<file path="src/rtl/pulse_seq_pkg.sv">
// -----------------------------------------------------------------------------
// pulse_seq_pkg
// Shared types and constants for the pulse-train sequencer.
//   state_t     : FSM states of pulse_seq (IDLE, DELAY, PULSE, GAP)
//   DEF_*_W     : default field widths for the configuration inputs
//   max3()      : width of the shared timer (widest of the three timer fields)
// -----------------------------------------------------------------------------
package pulse_seq_pkg;

   typedef enum logic [1:0] {
      IDLE  = 2'd0,
      DELAY = 2'd1,
      PULSE = 2'd2,
      GAP   = 2'd3
   } state_t;

   localparam int DEF_WIDTH_W = 8;
   localparam int DEF_COUNT_W = 8;
   localparam int DEF_SPACE_W = 16;
   localparam int DEF_DELAY_W = 16;

   function automatic int max3(input int a, input int b, input int c);
      int m;
      m = (a > b) ? a : b;
      m = (m > c) ? m : c;
      return m;
   endfunction

endpackage

</file>
<file path="src/rtl/pulse_seq_timer.sv">
// -----------------------------------------------------------------------------
// pulse_seq_timer
// Loadable down-counter shared by the DELAY, PULSE and GAP phases.
// The owner loads (length - 1) on entry to a phase and leaves the phase in
// the cycle where zero_o is high, so a phase lasts exactly "length" cycles.
// The counter saturates at zero and never wraps.
// Ports:
//   clk        in   system clock
//   rst        in   synchronous active-high reset (count -> 0)
//   i_load     in   load i_load_val on the next edge (wins over i_dec)
//   i_dec      in   decrement by one on the next edge while non-zero
//   i_load_val in   CNT_W value to load
//   o_zero     out  count is zero
// -----------------------------------------------------------------------------
module pulse_seq_timer #(
   parameter int CNT_W = 16
) (
   input  logic             clk,
   input  logic             rst,
   input  logic             i_load,
   input  logic             i_dec,
   input  logic [CNT_W-1:0] i_load_val,
   output logic             o_zero
);

   logic [CNT_W-1:0] r_count;

   always_ff @(posedge clk) begin
      if (rst) begin
         r_count <= '0;
      end else if (i_load) begin
         r_count <= i_load_val;
      end else if (i_dec && !o_zero) begin
         r_count <= r_count - CNT_W'(1);
      end
   end

   assign o_zero = (r_count == '0);

endmodule

</file>
<file path="src/rtl/pulse_seq.sv">
// -----------------------------------------------------------------------------
// pulse_seq
// Generates a train of N pulses, each W cycles active, separated by S
// inactive cycles, starting D cycles after a start request is accepted.
// D, W, N, S and the polarity are captured when the request is accepted, so
// the inputs may be rewritten while a train is running.
// Optional feature: define PULSE_SEQ_ABORT_EN to add abort_i, which returns a
// running train to IDLE on the next edge without a done_o strobe.
// Ports:
//   clk              in   system clock
//   rst              in   synchronous active-high reset
//   en               in   start request (taken when ready_o=1)
//   abort_i          in   (PULSE_SEQ_ABORT_EN only) abandon the current train
//   delay_i          in   cycles from acceptance to first pulse (D)
//   pulse_width_i    in   active cycles per pulse (W)
//   num_pulses_i     in   pulses per train (N)
//   pulse_spacing_i  in   inactive cycles between pulses (S)
//   invert_i         in   1 = active-low output
//   pulse_o          out  registered pulse output
//   ready_o          out  idle, start request can be taken
//   done_o           out  one-cycle strobe when a train completes
// -----------------------------------------------------------------------------
module pulse_seq
   import pulse_seq_pkg::*;
#(
   parameter int WIDTH_W = DEF_WIDTH_W,
   parameter int COUNT_W = DEF_COUNT_W,
   parameter int SPACE_W = DEF_SPACE_W,
   parameter int DELAY_W = DEF_DELAY_W
) (
   input  logic               clk,
   input  logic               rst,
   input  logic               en,
`ifdef PULSE_SEQ_ABORT_EN
   input  logic               abort_i,
`endif
   input  logic [DELAY_W-1:0] delay_i,
   input  logic [WIDTH_W-1:0] pulse_width_i,
   input  logic [COUNT_W-1:0] num_pulses_i,
   input  logic [SPACE_W-1:0] pulse_spacing_i,
   input  logic               invert_i,
   output logic               pulse_o,
   output logic               ready_o,
   output logic               done_o
);

   localparam int TMR_W = max3(WIDTH_W, SPACE_W, DELAY_W);

   state_t             r_state;
   logic [WIDTH_W-1:0] r_width;
   logic [SPACE_W-1:0] r_space;
   logic [COUNT_W-1:0] r_cnt;     // pulses still to be emitted, current one included
   logic               r_inv;
   logic               r_pulse;
   logic               r_done;

   state_t             w_state_next;
   logic [COUNT_W-1:0] w_cnt_next;
   logic               w_tmr_load;
   logic [TMR_W-1:0]   w_tmr_val;
   logic               w_tmr_zero;
   logic               w_active_next;
   logic               w_done_next;
   logic               w_latch;
   logic               w_inv_next;

   pulse_seq_timer #(
      .CNT_W (TMR_W)
   ) u_timer (
      .clk        (clk),
      .rst        (rst),
      .i_load     (w_tmr_load),
      .i_dec      (r_state != IDLE),
      .i_load_val (w_tmr_val),
      .o_zero     (w_tmr_zero)
   );

   always_comb begin
      w_state_next  = r_state;
      w_cnt_next    = r_cnt;
      w_tmr_load    = 1'b0;
      w_tmr_val     = '0;
      w_active_next = 1'b0;
      w_done_next   = 1'b0;
      w_latch       = 1'b0;

      case (r_state)
         IDLE: begin
            if (en) begin
               w_latch    = 1'b1;
               w_cnt_next = num_pulses_i;
               if (num_pulses_i == '0 || pulse_width_i == '0) begin
                  // Empty train: finish immediately, stay idle.
                  w_done_next = 1'b1;
               end else if (delay_i == '0) begin
                  w_state_next  = PULSE;
                  w_tmr_load    = 1'b1;
                  w_tmr_val     = TMR_W'(pulse_width_i) - TMR_W'(1);
                  w_active_next = 1'b1;
               end else begin
                  w_state_next = DELAY;
                  w_tmr_load   = 1'b1;
                  w_tmr_val    = TMR_W'(delay_i) - TMR_W'(1);
               end
            end
         end

         DELAY: begin
            if (w_tmr_zero) begin
               w_state_next  = PULSE;
               w_tmr_load    = 1'b1;
               w_tmr_val     = TMR_W'(r_width) - TMR_W'(1);
               w_active_next = 1'b1;
            end
         end

         PULSE: begin
            if (w_tmr_zero) begin
               if (r_cnt == COUNT_W'(1)) begin
                  // Last pulse: no trailing gap.
                  w_state_next = IDLE;
                  w_done_next  = 1'b1;
               end else begin
                  w_cnt_next = r_cnt - COUNT_W'(1);
                  w_tmr_load = 1'b1;
                  if (r_space == '0) begin
                     // Zero spacing: pulses run back to back as one active period.
                     w_tmr_val     = TMR_W'(r_width) - TMR_W'(1);
                     w_active_next = 1'b1;
                  end else begin
                     w_state_next = GAP;
                     w_tmr_val    = TMR_W'(r_space) - TMR_W'(1);
                  end
               end
            end else begin
               w_active_next = 1'b1;
            end
         end

         GAP: begin
            if (w_tmr_zero) begin
               w_state_next  = PULSE;
               w_tmr_load    = 1'b1;
               w_tmr_val     = TMR_W'(r_width) - TMR_W'(1);
               w_active_next = 1'b1;
            end
         end

         default: begin
            w_state_next = IDLE;
         end
      endcase

`ifdef PULSE_SEQ_ABORT_EN
      // Abort only matters while busy; en is never taken outside IDLE anyway.
      if (abort_i && r_state != IDLE) begin
         w_state_next  = IDLE;
         w_tmr_load    = 1'b0;
         w_active_next = 1'b0;
         w_done_next   = 1'b0;
         w_cnt_next    = r_cnt;
      end
`endif
   end

   // Polarity takes effect together with the train that latched it.
   assign w_inv_next = w_latch ? invert_i : r_inv;

   always_ff @(posedge clk) begin
      if (rst) begin
         r_state <= IDLE;
         r_width <= '0;
         r_space <= '0;
         r_cnt   <= '0;
         r_inv   <= 1'b0;
         r_pulse <= 1'b0;
         r_done  <= 1'b0;
      end else begin
         r_state <= w_state_next;
         r_cnt   <= w_cnt_next;
         r_inv   <= w_inv_next;
         r_pulse <= w_active_next ^ w_inv_next;
         r_done  <= w_done_next;
         if (w_latch) begin
            r_width <= pulse_width_i;
            r_space <= pulse_spacing_i;
         end
      end
   end

   assign pulse_o = r_pulse;
   assign ready_o = (r_state == IDLE);
   assign done_o  = r_done;

endmodule

</file>
<file path="config.mk">
export PLATFORM = sky130hd
export DESIGN_NAME = pulse_seq
export DESIGN_NICKNAME = d
export VERILOG_FILES = /design/src/rtl/pulse_seq_pkg.sv /design/src/rtl/pulse_seq_timer.sv /design/src/rtl/pulse_seq.sv
export SDC_FILE = /design/constraint.sdc
export NUM_CORES = 1
export LEC_CHECK = 0
export CORE_MARGIN = 5
export CORE_UTILIZATION = 50
export CTS_CLUSTER_DIAMETER = 30
export DETAILED_ROUTE_END_ITERATION = 16
export PLACE_DENSITY = 0.77
export REMOVE_ABC_BUFFERS = 1
export SYNTH_ARGS = -nofsm -noshare
export SYNTH_HDL_FRONTEND = slang
export SYNTH_SLANG_ARGS = --single-unit
</file>
<file path="constraint.sdc">
create_clock -name clk -period 2.59 [get_ports clk]
set_input_delay 0.259 -clock clk [delete_from_list [all_inputs] [get_ports clk]]
set_output_delay 0.259 -clock clk [all_outputs]
set_load 0.01 [all_outputs]
</file>
==> key figures, run 1 <==
Cells and area
  – Diode count: 0
  – Layout area overhead: 31.31%
  – Design Area, Final: 5279 um2
  – Share of cells above drive strength 1: 0.1865
  – Fin nets: roughly 710

Synth
  – Cell taking the most area after synthesis: dfxtp_1
  – Post-synthesis register bit count: 53
  – Mapped cell area: 4020 um2
  – Seq/Total Area, Yosys: 0.2639
  – Top post-synthesis cells by count: 86 x nand2_1, 53 x dfxtp_1, 52 x a21oi_1
  – Average size of a mapped cell: 7.417 um2
  – Synth cell types: 72
  – Top_reg_cell synth: dfxtp_1
  – Most frequent cell after synthesis: nand2_1
  – Synth top area share: 0.2639
  – Synth warn: 0
  – Post-Syn Instances: 542
  – Area contributors post-synth: dfxtp_1 26%, nand2_1 8.0%, a21oi_1 6.5%
  – Fraction of registers with async set/reset: 0
  – Post-synth EDFFs: 0

Worst setup path
  – CP startpoint: u_timer.r_count[0]
  – Max FO, Critical Path: 13
  – Crit start category: flip-flop
  – Reg2reg start: u_timer.r_count[0]
  – Worst setup EP type: flip-flop
  – Critical path required time: 2.79 ns
  – Setup CP Type: flip-flop to flip-flop
  – WP data arrival: 2.74 ns

Power and ir drop
  – Power consumption: 4916 uW
  – VDD IR max: 386.1 uV
  – Leak: 0.001990 uW
  – Power Density: approximately 930 nW/um2

Global route
  – Vias in the first global route: approximately 4300
  – GRT Overall Usage: 0.2607
  – First-pass GRT wire length: 21010 um
  – Largest net degree at the start of global routing: 36
  – Grt ovf: 0
  – Initial antenna violation count: 1

CTS
  – TritonCTS Sinks: 53
  – Worst skew pair latency: 0.32 ns
  – Longest Clk Path Bufs: 2
  – Htree depth: 2
  – CTS root buffer: clkbuf_8
  – Setup bufs post-CTS: 0
  – # hold bufs at CTS: 0
  – TritonCTS buffer count: 5
  – Clk pin slew, worst setup/hold paths: 0.10 ns
  – CTS tree: done
  – # resized after CTS: 0

Floorplanning
  – Core area: a little under 8000 um2
  – Die X: 99.67 um
  – Die height: between 90 and 100 um
  – Io pins: 55
  – Initial cell density of the core: 0.5176
  – Row cnt: 32
  – Die area: 9933 um2

Run
  – Max_cap viols: 0

STA
  – Worst Skew: about 0.016 ns
  – # setup viols final: 0
  – Min Clock Period, post-route: around 2.5 ns
  – Max-slew headroom: 0.6539
  – Slew Viols, Final: 0
  – Fin. Hold Viols: 0
  – Max Clk Rate: 393.4 MHz
  – Slew @ Worst Pin: between 0.5 and 0.6 ns
  – Fin crit share: 0.9814
  – RSZ-0062 raised after global routing: yes

Detailed routing
  – Vias per cell: about 6.1
  – Vias after detailed routing: 4578
  – Residual DRC count: 0
  – Drt wl/cell: 17.10 um
  – DR pass1 iterations: 6
  – Drt total wl: between 10000 and 15000 um
  – Remaining antenna violation count after routing: 0
  – Initial drt markers: between 400 and 500

Placed design
  – Post-DP Area: 5152 um2
  – PortBufs: 54
  – DPL Wire Length: about 10000 um
  – Routability congestion estimate: 1.020

Hold path
  – Worst hold start: rst
  – Hold WC Path Type: input port to flip-flop

Status
  – Outcome: completed
## power breakdown
group          total [uW]  switching (uW)  leakage, uW  internal [uW]
Sequential           1300             252     0.000437           1050
Combinational        3150            1730      0.00151           1420
Clock                 466             274    0.0000385            192
Total                4920            2250      0.00199           2660
## sequential cells by signal, summed over array words and instances (netlist names)
signal           flops
r_width              8
pulse_o              1
r_inv                1
r_state              2
u_timer.r_count     16
r_space             16
done_o               1
r_cnt                8
## through the flow
step	setup TNS, ns	setup WS (ns)	hold WS (ns)	std cells	utilization
CTS	0	0.01671	0.3317	756	0.6741
global route	-0.01316	-0.01278	0.3765	756	0.6796
floorplan	-1.032	-0.1739	0.3279	512	-
finish	0	0.04827	0.3593	756	0.6796
global placement	-0.1222	-0.05917	0.4446	748	0.6633
detailed placement	-1.256	-0.1707	0.4490	748	0.6633
## cells in the final DEF (no fill, tap or decap), types with 4 or more instances in the layout
cell and n:
dfxtp_1 52, o211ai_1 11, nor4_1 13, a21oi_1 52, a31oi_1 10, nand2b_1 4, nand3_1 13, nand2_1 86
a22oi_1 5, xnor2_1 20, nor3_1 20, o31ai_1 8, clkdlybuf4s50_1 53, ha_1 9, o21ai_0 22, nor2_1 40
nor4_2 5, a32o_1 4, or4_1 11, buf_4 79, clkbuf_8 5, xor2_1 17, a211oi_1 6, nor3b_1 5
inv_1 19
## logic make-up after synthesis
family / synth area share
fa+ha+maj: 0.02801
xor+xnor: 0.08061
flops: 0.2639
simple gates: 0.2913
compound gates: 0.2755
buf+inv: 0.05042
mux: 0.01027
## worst max-delay path, stage by stage (launching register included)
cell and delay, ns:
dfxtp_2 0.36, inv_1 0.08, ha_1 0.13, or4b_1 0.45
or4_4 0.56, nor2_4 0.19, a311oi_4 0.08, a211o_1 0.29
a32o_1 0.27
## path summary, 6_finish.rpt
check / slack [ns] / endpoint / depth (start not counted)
max: 0.05 / u_timer.r_count[8] / 8
min: 0.36 / r_inv / 2
max reg2reg: 0.05 / u_timer.r_count[8] / 8
min reg2reg: 0.47 / r_cnt[1] / 2
## layer usage
metal | GRT usage | part of all wire
met3 | 0.04278 | 0.068
met4 | 0.07038 | 0.020
met5 | 0 | 0.0010
met1 | 0.3353 | 0.42
met2 | 0.4495 | 0.49
## layout make-up
| type | count | area, um2 |
|---|---|---|
| clock buffer | 7 | 76.32 |
| clock inverter | 1 | 7.507 |
| fill | 680 | 2489 |
| inverter | 19 | 71.32 |
| multi-input combinational | 440 | 2794 |
| sequential | 53 | 1062 |
| tap | 102 | 127.6 |
| timing repair buffer | 134 | 1140 |
Note: power is estimated with default switching activity, not from simulation.
==> inputs of run 2 (changes only) <==
--- a/config.mk
+++ b/config.mk
@@ -11,6 +11,7 @@
 export DETAILED_ROUTE_END_ITERATION = 16
 export PLACE_DENSITY = 0.77
 export REMOVE_ABC_BUFFERS = 1
+export SKIP_CTS_REPAIR_TIMING = 1
 export SYNTH_ARGS = -nofsm -noshare
 export SYNTH_HDL_FRONTEND = slang
 export SYNTH_SLANG_ARGS = --single-unit
==> results of run 2 <==
Same layout as run 1: the final DEF is identical, and so are final timing and power.
==> inputs of run 3 (changes only) <==
--- a/config.mk
+++ b/config.mk
@@ -6,10 +6,9 @@
 export NUM_CORES = 1
 export LEC_CHECK = 0
 export CORE_MARGIN = 5
-export CORE_UTILIZATION = 50
+export CORE_UTILIZATION = 38
 export CTS_CLUSTER_DIAMETER = 30
 export DETAILED_ROUTE_END_ITERATION = 16
-export PLACE_DENSITY = 0.77
 export REMOVE_ABC_BUFFERS = 1
 export SKIP_CTS_REPAIR_TIMING = 1
 export SYNTH_ARGS = -nofsm -noshare
==> run 3 against run 2 <==
- routed wire length up 5.3%
- setup slack worse by 0.039 ns
- combinational power grew 5%
- sequential power barely moved
- die area grew 28%
- first-iteration DRC count shrank 41%
- sequential share of layout area is 1.1 points lower
- utilization decreased by 14 points
==> key figures, run 3 (synthesis results as in run 1) <==
Status
  – Outcome: completed

Floorplanning
  – Initial cell density of the core: 0.3894
  – Die height: roughly 110 um
  – Io pins: 55
  – Core area: 10320 um2
  – Die area: 12740 um2
  – Row cnt: 37
  – Die X: 112.9 um

Global route
  – Largest net degree at the start of global routing: 35
  – First-pass GRT wire length: 21480 um
  – GRT Overall Usage: 0.2063
  – Met3 usage in global routing: 0.02781
  – Grt ovf: 0
  – Initial antenna violation count: 0
  – GRT met2 Usage: 0.3543
  – Global routing's busiest layer: met2
  – GR Util met1: 0.2671
  – Vias in the first global route: 4339

CTS
  – Longest Clk Path Bufs: 2
  – CTS tree: done
  – Htree depth: 2
  – CTS root buffer: clkbuf_8
  – TritonCTS buffer count: 5
  – TritonCTS Sinks: 53
  – Clk pin slew, worst setup/hold paths: around 0.1 ns
  – Worst skew pair latency: 0.31 ns

Cells and area
  – Cell Count, Final, Fillers Out: 808
  – Most common cell after layout, fill and taps aside: buf_4
  – Most frequent cells in the layout: 96 x buf_4, 86 x nand2_1, 53 x clkdlybuf4s50_1, 52 x a21oi_1, 51 x dfxtp_1
  – Layout area overhead: 39.09%
  – Share of cells above drive strength 1: 0.2366
  – Diode count: 0
  – Leading registers by flop count: r_space: 16 flops, u_timer.r_count: 16 flops
  – Design Area, Final: about 5600 um2
  – Fin nets: 733
  – Number of fill cells: a little under 1000

Worst setup path
  – Critical path required time: 2.80 ns
  – WP data arrival: 2.79 ns
  – CP cell instances: inv_2 > ha_4 > or4b_4 > or4_4 > nor2_4 > a311oi_4 > a211o_1 > a32o_1
  – Crit start category: flip-flop
  – Crit path to: u_timer.r_count[8]
  – Setup CP Type: flip-flop to flip-flop
  – Reg2Reg Setup Slack: 0.01 ns
  – Worst setup EP type: flip-flop
  – CP top delay family: simple AND/OR/NAND/NOR gates
  – Stages on worst setup path: 8
  – FF-to-FF End: u_timer.r_count[8]
  – Slowest stage delay, CP: 0.68 ns
  – Max FO, Critical Path: 8
  – Reg2reg start: u_timer.r_count[0]
  – CP max-delay cell: or4_4
  – CP bufs+invs: 1
  – CP startpoint: u_timer.r_count[0]
  – Worst-case reg-to-reg path depth: 8

Detailed routing
  – Drt wl/cell: 16.85 um
  – Remaining antenna violation count after routing: 0
  – Residual DRC count: 0
  – Vias per cell: around 5.7
  – Vias after detailed routing: 4587
  – Drt total wl: 13620 um
  – Initial drt markers: 260
  – DR pass1 iterations: 5

Power and ir drop
  – Sequential power share: 0.249
  – Comb power frac: 0.642
  – Switching share of power: 0.4532
  – VDD IR max: 387.5 uV
  – Pint: 2817 uW
  – Leak: 0.002121 uW
  – Switch Pwr: roughly 2300 uW
  – Clk pwr share: 0.110
  – Power Density: about 920 nW/um2

Placed design
  – DPL Wire Length: 10860 um
  – DP Cell Count: just under 800
  – PortBufs: 54
  – Routability congestion estimate: 0.9309
  – Post-DP Area: 5270 um2

STA
  – Min Clock Period, post-route: 2.580 ns
  – Slew @ Worst Pin: 0.5053 ns
  – Worst Skew: 0.009370 ns
  – Fin. Hold Viols: 0
  – Slew Viols, Final: 0
  – Fin crit share: 0.9963
  – Max Clk Rate: 387.5 MHz
  – # setup viols final: 0
  – Max-slew headroom: 0.6595
  – RSZ-0062 raised after global routing: yes

Run
  – Max_cap viols: 0

Hold path
  – Hold WC Path Type: input port to flip-flop
[run 3: power by group through the flow]
stage | clock network, uW | registers (uW) | logic, uW
after detailed placement | 0 | 1290 | 3020
after global routing | 609 | 1320 | 3620
after global placement | 0 | 1280 | 2980
after floorplan | 0 | 1280 | 1820
after CTS | 580 | 1270 | 3030
final | 564 | 1280 | 3310
[run 3: final cells by class]
cell class / instances / area (um2) / area share
Tap cell: 136 / 170.2 / 0.03043
Multi-Input combinational cell: 440 / 2893 / 0.5173
Clock buffer: 5 / 68.82 / 0.01231
Timing Repair Buffer: 153 / 1290 / 0.2307
Clock inverter: 2 / 35.03 / 0.006265
Inverter: 19 / 71.32 / 0.01275
Sequential cell: 53 / 1064 / 0.1902
[run 3: worst min path at each step]
| stage | startpoint | end | slack (ns) | cells after the start |
|---|---|---|---|---|
| 2_1_floorplan | rst | u_timer.r_count[11] | 0.33 | 1 |
| 3_3_place_gp | r_cnt[1] | r_cnt[1] | 0.45 | 2 |
| 3_5_place_dp | r_cnt[1] | r_cnt[1] | 0.46 | 2 |
| 4_1_cts | rst | pulse_o | 0.35 | 2 |
| 5_1_grt | rst | r_inv | 0.39 | 2 |
| 6_report | rst | pulse_o | 0.38 | 2 |
[run 3: routing by layer]
| metal | routed length (um) | share of wire | vias up |
|---|---|---|---|
| met5 | 0 | 0 | - |
| met4 | 310 | 0.023 | 0 |
| met3 | 741 | 0.054 | 24 |
| met2 | 6630 | 0.49 | 152 |
| met1 | 5934 | 0.44 | 2149 |
| li1 | - | - | 2262 |
[run 3: stage by stage]
stage / util / setup TNS, ns / total power, uW / hold slack, ns / setup slack (ns)
2_1_floorplan: - / -1.032 / 3099 / 0.3279 / -0.1739
3_3_place_gp: 0.5105 / -0.08976 / 4263 / 0.4453 / -0.08976
3_5_place_dp: 0.5105 / -0.2229 / 4308 / 0.4579 / -0.1178
4_1_cts: 0.5205 / -0.05584 / 4883 / 0.3533 / -0.05584
5_1_grt: 0.5416 / -0.5863 / 5546 / 0.3852 / -0.07254
6_report: 0.5416 / 0 / 5153 / 0.3762 / 0.009596
